--- config.mk ---
export PLATFORM = sky130hd
export DESIGN_NAME = voice_allocator
export DESIGN_NICKNAME = d
export VERILOG_FILES = /design/src/rtl/voice_allocator.sv
export SDC_FILE = /design/constraint.sdc
export NUM_CORES = 2
export LEC_CHECK = 0
export BUFFER_PORTS_ARGS = -buffer_cell sky130_fd_sc_hd__clkbuf_2
export CORE_AREA = 2 2 436 438
export DETAILED_ROUTE_END_ITERATION = 8
export DIE_AREA = 0 0 438 440
export PLACE_DENSITY_LB_ADDON = 0.15
export SYNTH_ARGS = -nofsm -noshare
export SYNTH_HDL_FRONTEND = slang
export SYNTH_SLANG_ARGS = --single-unit
--- constraint.sdc ---
create_clock -name clk -period 10.45 [get_ports clk]
set_input_delay 2.09 -clock clk [delete_from_list [all_inputs] [get_ports clk]]
set_output_delay 2.09 -clock clk [all_outputs]
set_load 0.02 [all_outputs]
--- src/rtl/voice_allocator.sv ---
// ---------------------------------------------------------------------------
// voice_allocator
//   Writer side of the per-channel word bus. Accepts note-on / note-off events
//   over a valid/ready handshake, picks a channel in a three-state pipeline
//   (IDLE -> SEARCH -> WRITE) and maintains the packed carrier/modulator word
//   banks, the per-channel available vector and the active-voice count.
//
//   Optional build macro: VOICE_STEAL_EN
//     defined   : a note-on with every channel busy steals the channel under a
//                 round-robin pointer (drop still pulses to flag the steal).
//     undefined : a note-on with every channel busy is discarded.
// ---------------------------------------------------------------------------
module voice_allocator #(
    parameter int NUM_BITS     = 32,
    parameter int NUM_CHANNELS = 16,
    parameter int KEY_BITS     = 7
) (
    input  logic                                 clk,
    input  logic                                 rst_n,
    input  logic                                 evt_valid,
    output logic                                 evt_ready,
    input  logic                                 evt_on,
    input  logic [KEY_BITS-1:0]                  evt_key,
    input  logic [NUM_BITS-2:0]                  evt_car,
    input  logic [NUM_BITS-1:0]                  evt_mod,
    input  logic                                 all_off,
    output logic [NUM_BITS*NUM_CHANNELS-1:0]     carrier_out,
    output logic [NUM_BITS*NUM_CHANNELS-1:0]     modulator_out,
    output logic [NUM_CHANNELS-1:0]              available,
    output logic                                 drop,
    output logic [$clog2(NUM_CHANNELS+1)-1:0]    active_cnt
);

    localparam int CH_W  = (NUM_CHANNELS > 1) ? $clog2(NUM_CHANNELS) : 1;
    localparam int CNT_W = $clog2(NUM_CHANNELS + 1);
    localparam int EN    = NUM_BITS - 1;   // note-enable bit of a carrier word

    typedef enum logic [1:0] {
        S_IDLE   = 2'd0,
        S_SEARCH = 2'd1,
        S_WRITE  = 2'd2
    } state_e;

    // Control state
    state_e                 state_q, state_d;
    logic                   ready_q, ready_d;
    logic                   cap_en;

    // Captured event
    logic                   on_q;
    logic [KEY_BITS-1:0]    key_q;
    logic [NUM_BITS-2:0]    car_q;
    logic [NUM_BITS-1:0]    mod_q;

    // Channel decision made in SEARCH, consumed in WRITE
    logic                   hit_q, hit_d;     // a channel is to be written
    logic                   full_q, full_d;   // note-on found every channel busy
    logic [CH_W-1:0]        tgt_q, tgt_d;

    // Banks and bookkeeping
    logic [NUM_CHANNELS-1:0][NUM_BITS-1:0] car_bank_q, car_bank_d;
    logic [NUM_CHANNELS-1:0][NUM_BITS-1:0] mod_bank_q, mod_bank_d;
    logic [NUM_CHANNELS-1:0][KEY_BITS-1:0] key_tab_q, key_tab_d;
    logic [NUM_CHANNELS-1:0]               avail_q, avail_d;
    logic [CNT_W-1:0]                      cnt_q, cnt_d;
    logic                                  drop_q, drop_d;

    // Search helpers
    logic                   match_found, free_found;
    logic [CH_W-1:0]        match_ch, free_ch;

`ifdef VOICE_STEAL_EN
    logic [CH_W-1:0]        rr_q, rr_d;
`endif

    // -----------------------------------------------------------------------
    // Outputs
    // -----------------------------------------------------------------------
    assign carrier_out   = car_bank_q;
    assign modulator_out = mod_bank_q;
    assign available     = avail_q;
    assign active_cnt    = cnt_q;
    assign drop          = drop_q;
    // Panic masks the registered ready so no event slips in while it is held.
    assign evt_ready     = ready_q & ~all_off;

    // -----------------------------------------------------------------------
    // Next-state and handshake logic for the IDLE/SEARCH/WRITE sequence
    // -----------------------------------------------------------------------
    // NOTE: every signal written in an always_comb gets a default first so no
    // path leaves it unassigned; otherwise synthesis infers a latch.
    always_comb begin
        state_d = state_q;
        cap_en  = 1'b0;
        unique case (state_q)
            S_IDLE: begin
                if (evt_valid && evt_ready) begin
                    cap_en  = 1'b1;
                    state_d = S_SEARCH;
                end
            end
            S_SEARCH: state_d = S_WRITE;
            S_WRITE:  state_d = S_IDLE;
            default:  state_d = S_IDLE;
        endcase
        // Panic aborts any in-flight event.
        if (all_off) begin
            state_d = S_IDLE;
            cap_en  = 1'b0;
        end
        // Ready is registered: it reflects the state being entered.
        ready_d = (state_d == S_IDLE);
    end

    // -----------------------------------------------------------------------
    // Channel search: lowest-index enabled key match and lowest free channel
    // -----------------------------------------------------------------------
    always_comb begin
        match_found = 1'b0;
        match_ch    = '0;
        free_found  = 1'b0;
        free_ch     = '0;
        // Descending scan so the lowest index is the last (winning) assignment.
        for (int i = NUM_CHANNELS - 1; i >= 0; i--) begin
            if (car_bank_q[i][EN] && (key_tab_q[i] == key_q)) begin
                match_found = 1'b1;
                match_ch    = CH_W'(i);
            end
            if (avail_q[i]) begin
                free_found = 1'b1;
                free_ch    = CH_W'(i);
            end
        end

        hit_d  = 1'b0;
        full_d = 1'b0;
        tgt_d  = '0;
        if (on_q) begin
            if (match_found) begin
                hit_d = 1'b1;
                tgt_d = match_ch;
            end else if (free_found) begin
                hit_d = 1'b1;
                tgt_d = free_ch;
            end else begin
                full_d = 1'b1;
`ifdef VOICE_STEAL_EN
                hit_d  = 1'b1;
                tgt_d  = rr_q;
`endif
            end
        end else if (match_found) begin
            hit_d = 1'b1;
            tgt_d = match_ch;
        end
    end

    // -----------------------------------------------------------------------
    // Bank, key table, availability, count and drop updates
    // -----------------------------------------------------------------------
    always_comb begin
        car_bank_d = car_bank_q;
        mod_bank_d = mod_bank_q;
        key_tab_d  = key_tab_q;
        avail_d    = avail_q;
        drop_d     = 1'b0;
`ifdef VOICE_STEAL_EN
        rr_d       = rr_q;
`endif

        if (all_off) begin
            // Silence everything but keep the phase increments.
            for (int i = 0; i < NUM_CHANNELS; i++) begin
                car_bank_d[i][EN] = 1'b0;
                mod_bank_d[i]     = '0;
            end
            avail_d = '1;
        end else if (state_q == S_WRITE) begin
            drop_d = full_q;
            if (hit_q) begin
                if (on_q) begin
                    car_bank_d[tgt_q] = {1'b1, car_q};
                    mod_bank_d[tgt_q] = mod_q;
                    key_tab_d[tgt_q]  = key_q;
                    avail_d[tgt_q]    = 1'b0;
                end else begin
                    car_bank_d[tgt_q][EN] = 1'b0;
                    mod_bank_d[tgt_q]     = '0;
                    avail_d[tgt_q]        = 1'b1;
                end
            end
`ifdef VOICE_STEAL_EN
            if (full_q) begin
                rr_d = (rr_q == CH_W'(NUM_CHANNELS - 1)) ? '0 : rr_q + 1'b1;
            end
`endif
        end

        // Count follows the next availability so both change on one edge.
        cnt_d = CNT_W'(NUM_CHANNELS);
        for (int i = 0; i < NUM_CHANNELS; i++) begin
            cnt_d = cnt_d - CNT_W'(avail_d[i]);
        end
    end

    // -----------------------------------------------------------------------
    // State, capture, decision and bank registers
    // -----------------------------------------------------------------------
    // NOTE: sequential state uses non-blocking assignments so every flop
    // samples its pre-edge inputs regardless of statement order.
    always_ff @(posedge clk or negedge rst_n) begin
        if (!rst_n) begin
            state_q    <= S_IDLE;
            ready_q    <= 1'b0;
            on_q       <= 1'b0;
            key_q      <= '0;
            car_q      <= '0;
            mod_q      <= '0;
            hit_q      <= 1'b0;
            full_q     <= 1'b0;
            tgt_q      <= '0;
            car_bank_q <= '0;
            mod_bank_q <= '0;
            // NOTE: the key table is a small register file that must read as
            // zero after reset, so it is built from resettable flops, not RAM.
            key_tab_q  <= '0;
            avail_q    <= '1;
            cnt_q      <= '0;
            drop_q     <= 1'b0;
        end else begin
            state_q    <= state_d;
            ready_q    <= ready_d;
            if (cap_en) begin
                on_q  <= evt_on;
                key_q <= evt_key;
                car_q <= evt_car;
                mod_q <= evt_mod;
            end
            hit_q      <= hit_d;
            full_q     <= full_d;
            tgt_q      <= tgt_d;
            car_bank_q <= car_bank_d;
            mod_bank_q <= mod_bank_d;
            key_tab_q  <= key_tab_d;
            avail_q    <= avail_d;
            cnt_q      <= cnt_d;
            drop_q     <= drop_d;
        end
    end

`ifdef VOICE_STEAL_EN
    // Round-robin steal pointer
    always_ff @(posedge clk or negedge rst_n) begin
        if (!rst_n) begin
            rr_q <= '0;
        end else begin
            rr_q <= rr_d;
        end
    end
`endif

endmodule

==> run metrics <==
status completed; PD cells 192 nW/µm²; worst-margin pin slew 1.10 ns; Via density 4.49; initial DRC count 1764; worst rel slew slack 26.2%; CP dominant cell by count fa_1; Leak 31.5 nW; fmax 142 MHz; post-CTS setup buffer count 0; VDD IR max 0.000119 V; final hold violation count 0; I/O Buffers 1121; post_cts resized 0; clk_lat worst skew 0.79 ns; Num CTS Buffers 149; sequential share of the synthesized area 65.4%; initial antenna violation count 17; Avg Inst Size Synth 12.9 µm²; final setup fails 0; row cnt 160; hold_buf cts 0; area of the mapped netlist 47400 µm²; fin crit share 67.2%; fraction of the mapped netlist area in simple logic gates 6.30%; Final WS setup 3.42 ns; Netlist cell types 51; Clock Tree Buf Depth 3; fin. max-slew vios 0; layout cell share with drive strength beyond 1 44.2%; critical path class in -> reg; worst hold path type reg -> reg; Starting Density 25.1%; setup total negative slack 0 ns; max_cap viols 0; post-synthesis register bit count 1238; peak fanout along the critical path 40; CTS sink count 1238; largest net degree at the start of global routing 134; largest family of logic cells by synthesized area multiplexers; Mapped Nets 3785; Mapped Cells 3688; number of antenna-violating nets in the routed design 0; DRT Wirelength 201 mm; Clock Pin Slew Worst Setup and Hold Paths 0.06 ns; Nets 4853; via count 33200; Synth-to-Final Area Change 28.5%; Placer Congestion 0.769; Critical Path AT 7.69 ns; htree depth 4; final worst path period need 7.03 ns; hold path cells 2; RSZ-0062 raised after global routing false; Crit. End Element flop; first-pass GRT wire length 280 mm; Die Span X 438 µm; CP Cell Sequence clkbuf_2 -> nand2b_1 -> nor2_1 -> nand2_4 -> a21boi_0 -> fa_1 -> inv_1 -> ha_1 -> inv_1 -> fa_1 -> fa_1 -> fa_1 -> fa_1 -> inv_1 -> ha_1 -> fa_1 -> xor2_1; ys async rst share 100%; vias in the first global route 34100; DRC errors left 0; CP peak stage delay 0.73 ns; Syn. warnings 0; CP Launch Type input pin; placeable core region 189000 µm²; die area 193000 µm²; HPWL Detailed 135 mm; die height 440 µm; main flop type after synthesis dfrtp_1; Post-synth EDFFs 0; Place WS 2.49 ns; DRT Pass-1 Iters 5; adder-cell area share of the yosys netlist 0.755%; GRT Total Usage 20.5%; post-synthesis mux area share 16.1%; cells on worst reg2reg path 16; xor and xnor area share after synthesis 2.09%; routed len/inst 27.3 µm; CTS tree built; Synth Area in Compound Gates 6.48%; worst path required time 11.12 ns; slowest library cell on the worst path nand2_4; root buffer cell clkbuf_16; clk_skew 0.0275 ns; grt ovf 0; Boundary Pins 1122
-- report_power, final --
group	total (W)	switching [W]	internal, W
Combinational	0.00112	0.000843	0.000278
Clock	0.00535	0.00216	0.00319
Sequential	0.00524	0.000311	0.00493
-- state kept, by name (all words and copies together) (netlist names), 4 cells and up --
| signal | flops |
|---|---|
| mod_q | 32 |
| modulator_out | 512 |
| key_tab_q | 112 |
| tgt_q | 4 |
| available | 16 |
| active_cnt | 5 |
| car_q | 31 |
| key_q | 7 |
| carrier_out | 512 |
-- synthesized netlist by cell type (8+ instances only) --
library cell | instances | share of area (%)
a21o_1 | 15 | 0.24
a21oi_1 | 32 | 0.34
buf_2 | 69 | 0.73
buf_4 | 14 | 0.22
clkbuf_1 | 183 | 1.4
dfrtp_1 | 1222 | 65
dfstp_2 | 16 | 0.89
fa_1 | 11 | 0.46
ha_1 | 11 | 0.29
inv_1 | 37 | 0.29
mux2_1 | 15 | 0.36
mux2_2 | 664 | 16
nand2_1 | 592 | 4.7
nand2b_1 | 8 | 0.11
nand4_1 | 27 | 0.36
nor2_1 | 49 | 0.39
nor4_1 | 17 | 0.22
o21ai_0 | 531 | 5.6
xnor2_1 | 58 | 1.1
xor2_1 | 55 | 1.0
-- stage by stage --
stage	power (W)	std cells	util [%]	area [µm²]	hold slack (ns)
after floorplan	0.00572	3688	-	47400	0.472
after CTS	0.0119	7379	32.3	60900	0.481
after detailed placement	0.00650	7116	29.6	55900	0.469
after global placement	0.00650	7116	29.6	55900	0.460
final	0.0117	7384	32.3	60900	0.476
after global routing	0.0122	7381	32.3	60900	0.490
-- area by class of cell --
type / count / area (µm²)
fill: 19500 / 128000
sequential: 1238 / 31000
multi-input combinational: 2137 / 15400
timing repair buffer: 1193 / 6200
clock buffer: 231 / 4590
tap: 2511 / 3140
clock inverter: 32 / 433
inverter: 37 / 139
antenna: 5 / 12.5
-- worst paths after layout --
path | start | end | slack (ns)
setup / recovery | all_off | active_cnt[4]$_DFF_PN0_ | 3.42
hold / removal | modulator_out[167]$_DFFE_PN0P_ | modulator_out[167]$_DFFE_PN0P_ | 0.48
setup reg to reg | state_q[0]$_DFF_PN0_ | active_cnt[4]$_DFF_PN0_ | 3.60
hold reg to reg | modulator_out[167]$_DFFE_PN0P_ | modulator_out[167]$_DFFE_PN0P_ | 0.48
max in group asynchronous | rst_n | carrier_out[114]$_DFFE_PN0P_ | 6.94
min in group asynchronous | rst_n | modulator_out[71]$_DFFE_PN0P_ | 1.24
-- routing by layer --
| layer | up-vias | GRT usage, % | share of wire [%] | routed length, µm |
|---|---|---|---|---|
| met1 | 17100 | 23.9 | 39 | 79300 |
| met5 | - | 0 | 0.015 | 30 |
| met4 | 4 | 7.64 | 3.8 | 7610 |
| met3 | 289 | 7.25 | 8.3 | 16700 |
| li1 | 14600 | - | - | - |
| met2 | 1147 | 34.6 | 49 | 97800 |
-- layout by cell type, fill, tap and decap left out, types with 27 or more instances in the layout --
cell type / count
inv_1: 37
buf_4: 69
dfrtp_1: 1221
clkbuf_8: 34
nor2_1: 49
xnor2_1: 58
clkbuf_16: 159
nand2_1: 572
mux2_2: 664
clkbuf_1: 38
clkbuf_2: 1120
nand4_1: 27
o21ai_0: 531
xor2_1: 55
-- worst max-delay path: cells and delay by family --
family | cells | cell delay [ns]
buf+inv | 4 | 0.39
simple gates | 3 | 1.38
fa+ha+maj | 8 | 3.19
compound gates | 1 | 0.45
xor+xnor | 1 | 0.17
-- cell families (layout without fill, tap and decap cells) --
logic type | after synthesis | count (layout)
buf+inv | 313 | 1493
compound gates | 596 | 596
flops | 1238 | 1238
xor+xnor | 113 | 113
simple gates | 727 | 727
mux | 679 | 679
other cells | 0 | 5
fa+ha+maj | 22 | 22
(Power assumes the default switching activity.)
